--- src/rtl/regfile_pkg.sv ---
// Shared definitions for the register-file round-robin arbiter.
//   DATA_W / ADDR_W : default data and address widths of the shared register file
//   arb_state_t     : arbiter sequencing states
//   arb_req_t       : request captured from the winning requester
package regfile_pkg;

    localparam int DATA_W = 8;
    localparam int ADDR_W = 3;

    typedef enum logic [1:0] {
        IDLE    = 2'd0,
        ISSUE   = 2'd1,
        CAPTURE = 2'd2
    } arb_state_t;

    typedef struct packed {
        logic              we;
        logic [ADDR_W-1:0] addr;
        logic [DATA_W-1:0] wdata;
        logic              owner;
    } arb_req_t;

endpackage

--- src/rtl/rr_pick2.sv ---
// Combinational two-way round-robin chooser.
//   req0, req1 : request levels
//   last       : requester granted most recently
//   winner     : chosen requester (0 or 1), meaningful when any = 1
//   any        : at least one request is present
module rr_pick2 (
    input  logic req0,
    input  logic req1,
    input  logic last,
    output logic winner,
    output logic any
);

    always_comb begin
        any    = req0 | req1;
        winner = 1'b0;
        if (req0 && req1) begin
            // On a tie the requester that did not win last time goes next.
            winner = ~last;
        end else if (req1) begin
            winner = 1'b1;
        end
    end

endmodule

--- src/rtl/regfile_rr_arbiter.sv ---
// Round-robin arbiter sharing one register file between two requesters.
// Operations are serialised IDLE -> ISSUE (-> CAPTURE for reads) -> IDLE.
//   clk, resetn          : clock, asynchronous active-low reset
//   req/we/addr/wdata 0,1: requester command inputs
//   gnt0/1               : one-cycle accept pulse (during ISSUE)
//   rvalid0/1, rdata0/1  : read-data return to the owning requester
//   mem_wr/rd/addr/din   : register file command outputs
//   mem_dout, mem_error  : register file responses
//   busy                 : arbiter not in IDLE
//   err_sticky           : mem_error has been observed since reset
module regfile_rr_arbiter #(
    parameter int DATA_W = regfile_pkg::DATA_W,
    parameter int ADDR_W = regfile_pkg::ADDR_W
) (
    input  logic              clk,
    input  logic              resetn,
    input  logic              req0,
    input  logic              req1,
    input  logic              we0,
    input  logic              we1,
    input  logic [ADDR_W-1:0] addr0,
    input  logic [ADDR_W-1:0] addr1,
    input  logic [DATA_W-1:0] wdata0,
    input  logic [DATA_W-1:0] wdata1,
    output logic              gnt0,
    output logic              gnt1,
    output logic              rvalid0,
    output logic              rvalid1,
    output logic [DATA_W-1:0] rdata0,
    output logic [DATA_W-1:0] rdata1,
    output logic              mem_wr,
    output logic              mem_rd,
    output logic [ADDR_W-1:0] mem_addr,
    output logic [DATA_W-1:0] mem_din,
    input  logic [DATA_W-1:0] mem_dout,
    input  logic              mem_error,
    output logic              busy,
    output logic              err_sticky
);

    import regfile_pkg::*;

    arb_state_t        state_reg;
    arb_req_t          cur_reg;
    arb_req_t          sel_next;
    logic              last_reg;
    logic              winner;
    logic              any_req;

    logic              gnt0_reg, gnt1_reg;
    logic              rvalid0_reg, rvalid1_reg;
    logic [DATA_W-1:0] rdata0_reg, rdata1_reg;
    logic              mem_wr_reg, mem_rd_reg;
    logic [ADDR_W-1:0] mem_addr_reg;
    logic [DATA_W-1:0] mem_din_reg;
    logic              busy_reg;
    logic              err_sticky_reg;

    rr_pick2 u_pick (
        .req0   (req0),
        .req1   (req1),
        .last   (last_reg),
        .winner (winner),
        .any    (any_req)
    );

    // Command of the requester that would win at this edge.
    always_comb begin
        sel_next.we    = winner ? we1    : we0;
        sel_next.addr  = winner ? addr1  : addr0;
        sel_next.wdata = winner ? wdata1 : wdata0;
        sel_next.owner = winner;
    end

    always_ff @(posedge clk or negedge resetn) begin
        if (!resetn) begin
            state_reg      <= IDLE;
            cur_reg        <= '0;
            last_reg       <= 1'b1;   // requester 0 wins the first tie
            gnt0_reg       <= 1'b0;
            gnt1_reg       <= 1'b0;
            rvalid0_reg    <= 1'b0;
            rvalid1_reg    <= 1'b0;
            rdata0_reg     <= '0;
            rdata1_reg     <= '0;
            mem_wr_reg     <= 1'b0;
            mem_rd_reg     <= 1'b0;
            mem_addr_reg   <= '0;
            mem_din_reg    <= '0;
            busy_reg       <= 1'b0;
            err_sticky_reg <= 1'b0;
        end else begin
            // Pulses and strobes default low; only the transition that
            // needs them raises them for the following cycle.
            gnt0_reg       <= 1'b0;
            gnt1_reg       <= 1'b0;
            rvalid0_reg    <= 1'b0;
            rvalid1_reg    <= 1'b0;
            mem_wr_reg     <= 1'b0;
            mem_rd_reg     <= 1'b0;
            err_sticky_reg <= err_sticky_reg | mem_error;

            case (state_reg)
                IDLE: begin
                    if (any_req) begin
                        cur_reg      <= sel_next;
                        last_reg     <= winner;
                        gnt0_reg     <= ~winner;
                        gnt1_reg     <= winner;
                        mem_wr_reg   <= sel_next.we;
                        mem_rd_reg   <= ~sel_next.we;
                        mem_addr_reg <= sel_next.addr;
                        mem_din_reg  <= sel_next.wdata;
                        busy_reg     <= 1'b1;
                        state_reg    <= ISSUE;
                    end
                end
                ISSUE: begin
                    // A write is committed by the register file at this edge.
                    if (cur_reg.we) begin
                        busy_reg  <= 1'b0;
                        state_reg <= IDLE;
                    end else begin
                        busy_reg  <= 1'b1;
                        state_reg <= CAPTURE;
                    end
                end
                CAPTURE: begin
                    // mem_dout now holds the word read during ISSUE.
                    if (cur_reg.owner) begin
                        rdata1_reg  <= mem_dout;
                        rvalid1_reg <= 1'b1;
                    end else begin
                        rdata0_reg  <= mem_dout;
                        rvalid0_reg <= 1'b1;
                    end
                    busy_reg  <= 1'b0;
                    state_reg <= IDLE;
                end
                default: begin
                    busy_reg  <= 1'b0;
                    state_reg <= IDLE;
                end
            endcase
        end
    end

    assign gnt0       = gnt0_reg;
    assign gnt1       = gnt1_reg;
    assign rvalid0    = rvalid0_reg;
    assign rvalid1    = rvalid1_reg;
    assign rdata0     = rdata0_reg;
    assign rdata1     = rdata1_reg;
    assign mem_wr     = mem_wr_reg;
    assign mem_rd     = mem_rd_reg;
    assign mem_addr   = mem_addr_reg;
    assign mem_din    = mem_din_reg;
    assign busy       = busy_reg;
    assign err_sticky = err_sticky_reg;

endmodule
--- config.mk ---
export PLATFORM = sky130hd
export DESIGN_NAME = regfile_rr_arbiter
export DESIGN_NICKNAME = d
export VERILOG_FILES = /design/src/rtl/regfile_pkg.sv /design/src/rtl/rr_pick2.sv /design/src/rtl/regfile_rr_arbiter.sv
export SDC_FILE = /design/constraint.sdc
export NUM_CORES = 1
export LEC_CHECK = 0
export CORE_MARGIN = 2
export CORE_UTILIZATION = 42
export CTS_BUF_LIST = sky130_fd_sc_hd__clkbuf_8
export DETAILED_ROUTE_END_ITERATION = 10
export PLACE_DENSITY = 0.8
export SYNTH_ARGS = -nofsm -noshare
export SYNTH_HDL_FRONTEND = slang
export SYNTH_SLANG_ARGS = --single-unit
--- constraint.sdc ---
create_clock -name clk -period 1.5 [get_ports clk]
set_input_delay 0.3 -clock clk [delete_from_list [all_inputs] [get_ports clk]]
set_output_delay 0.3 -clock clk [all_outputs]
set_load 0.01 [all_outputs]
==> impl_metrics.yaml, run 1 <==
global_route:
  grt_usage_pct: 18.7
  antenna_found_initial: 0
  gr-total-overflow: 0
  grt_pass1_vias: 1277
  grt_max_degree: 24
  grt_pass1_wl_um: 5870
floorplanning:
  fp-row-count: 22
  die_h_um: 64.9
  ios: 72
  die_area_um2: 4210
  fp.coreArea_um2: 3610
  start_util_pct: 43.2
  die_x_um: 64.9
logic_synthesis:
  syn_avg_cell_area_um2: 15.0
  yosys-top-cells-area: "dfrtp_1 (63%), mux2_2 (13%), a221o_1 (6.4%)"
  yosys_warnings: 0
  synth_edf_count: 0
  synth-seq-cells: 40
  synthCells: 104
  syn_nets: 141
  synth.top_cell.area_share_pct: 62.7
  netlist_area_um2: 1560
  ys_seq_area_share_pct: 64.3
  synthFlopType: "dfrtp_1"
  synth_async_sr_flop_share_pct: 100
  synth_top_area_cell: "dfrtp_1"
  synth_cell_types: 22
route:
  vias: 1179
  drtAntennaViolNets: 0
  wire_per_inst_um: 14.6
  drc: 0
  dr.pass1.iters: 4
  drt_wl_total_um: 3510
  via_per_inst: 4.91
  drt-initial-drc-count: 48
critical_path:
  crit_path_end_kind: "output port"
  crit_chain: "clkdlybuf4s50_1"
  crit_buf_inv: 1
  worstPathArrival_ns: 1.16
  crit_family: "buffers and inverters"
  slowest_stage: "clkdlybuf4s50_1"
  startpoint_type: "register"
  criticalPathCategory: "reg -> out"
  critical_path.max_fanout: 2
  required_ns: 1.20
  slowest_delay_ns: 0.53
cells_and_area:
  fillers: 266
  final_cell_mix: "clkdlybuf4s50_1 (41), dfrtp_1 (39), dlymetal6s2s_1 (24)"
  fin_util_pct: 70.0
  area_delta_synth_final_pct: 62.0
  antenna_cells: 0
  instances_no_fill: 240
  drive_above_1_share_pct: 22.9
  final_common_cell: "clkdlybuf4s50_1"
  nets: 228
  design_area_um2: 2520
timing:
  max_clock_freq_mhz: 685
  hold_viol_final: 0
  period_minus_slack_ns: 1.46
  period_share_pct: 97.3
  slew_headroom_pct: 67.8
  slew_viol_final: 0
  finalSetupViolCount: 0
  finClkSkew_ns: 0.00158
  worstMarginPinSlew_ns: 0.484
  rsz0062_at_grt: "false"
placement:
  place_inst: 231
  place_area_um2: 2380
  gp_congestion: 0.760
  port_buffers: 71
  dp_hpwl_um: 2610
power:
  leakage_nw: 1.38
  ir_worst_vdd_mv: 0.753
  power.density_nw_per_um2: 1850
run:
  cap_violations: 0
cts:
  cts_buffer_depth: 2
  cts_tree: "built"
  postCtsSetupBuffers: 0
  clk_pin_slew_worst_paths_ns: 0.07
  cts_made_buffers: 5
  clock_sinks: 40
  insertion_delay_ns: 0.29
  htreeDepth: 2
  root_buffer: "clkbuf_8"
worst_hold_path:
  hold_path.class: "reg -> reg"
status:
  status: "completed"
repair_timing:
action,CTS,global route
endpoints found under the setup margin,5,24
hold endpoints to repair,20,0
pin swaps,0,0
gates resized for setup,5,24
hold buffers,1,0
cell type report:
class	instances	area (µm²)	area share (%)
Clock inverter	3	12.5	0.496
Multi-Input combinational cell	56	502	19.9
Timing Repair Buffer	85	867	34.4
Sequential cell	40	1000	39.7
Inverter	3	11.3	0.446
Clock buffer	5	68.8	2.73
Tap cell	48	60.1	2.38
path summary, 6_finish.rpt:
path / cells after the start / from / to / slack [ns]
setup / recovery: 1 / rdata1[2] / rdata1[2] / 0.04
hold / removal: 1 / err_sticky / err_sticky / 0.47
setup reg to reg: 4 / state_reg[0] / mem_din[7] / 0.13
hold reg to reg: 1 / err_sticky / err_sticky / 0.47
max in group asynchronous: 3 / resetn / mem_wr / 0.44
min in group asynchronous: 2 / resetn / rdata1[6] / 0.51
cells by family after synthesis:
logic type	Yosys count	share of synthesized area, %
DFF	40	64.3
and+or+nand+nor	21	8.76
muxes	20	14.3
AOI/OAI and AO/OA	15	9.16
buffers and inverters	8	3.45
per-layer routing:
| metal | global-route usage (%) | wire (µm) |
|---|---|---|
| met4 | 9.57 | 91 |
| met3 | 5.56 | 193 |
| met2 | 29.8 | 1820 |
| met5 | 0 | 0 |
| met1 | 23.1 | 1410 |
report_power, final:
part,switching (W),leakage (nW),internal [W],total (W)
clock network,0.000353,0.0505,0.000313,0.000666
logic,0.000833,0.842,0.00130,0.00213
registers,0.000272,0.484,0.00159,0.00186
total,0.00146,1.38,0.00320,0.00466
synthesized netlist by cell type, types with 2 or more instances:
master / number
buf_4: 2
nor3b_1: 2
a21o_1: 2
and3_1: 11
a221o_1: 10
and2_1: 2
mux2_2: 18
inv_1: 3
dfrtp_1: 39
mux2i_1: 2
buf_6: 2
stage by stage:
| stage | TNS, ns | worst slack [ns] | total power (W) | hold WS [ns] |
|---|---|---|---|---|
| floorplan | 0 | 0.249 | 0.00290 | 0.00441 |
| global placement | -1.78 | -0.188 | 0.00409 | 0.274 |
| detailed placement | -2.41 | -0.255 | 0.00417 | 0.287 |
| CTS | 0 | 0.00128 | 0.00479 | 0.474 |
| global route | 0 | 0.000474 | 0.00498 | 0.497 |
| finish | 0 | 0.0400 | 0.00466 | 0.467 |
No activity file was read; power rests on OpenSTA's default activity.
==> run 2, diff against run 1 <==
--- a/config.mk
+++ b/config.mk
@@ -5,6 +5,7 @@
 export SDC_FILE = /design/constraint.sdc
 export NUM_CORES = 1
 export LEC_CHECK = 0
+export CAP_MARGIN = 25
 export CORE_MARGIN = 2
 export CORE_UTILIZATION = 42
 export CTS_BUF_LIST = sky130_fd_sc_hd__clkbuf_8
==> results of run 2 <==
Final layout, timing and power as in run 1 (identical DEF).
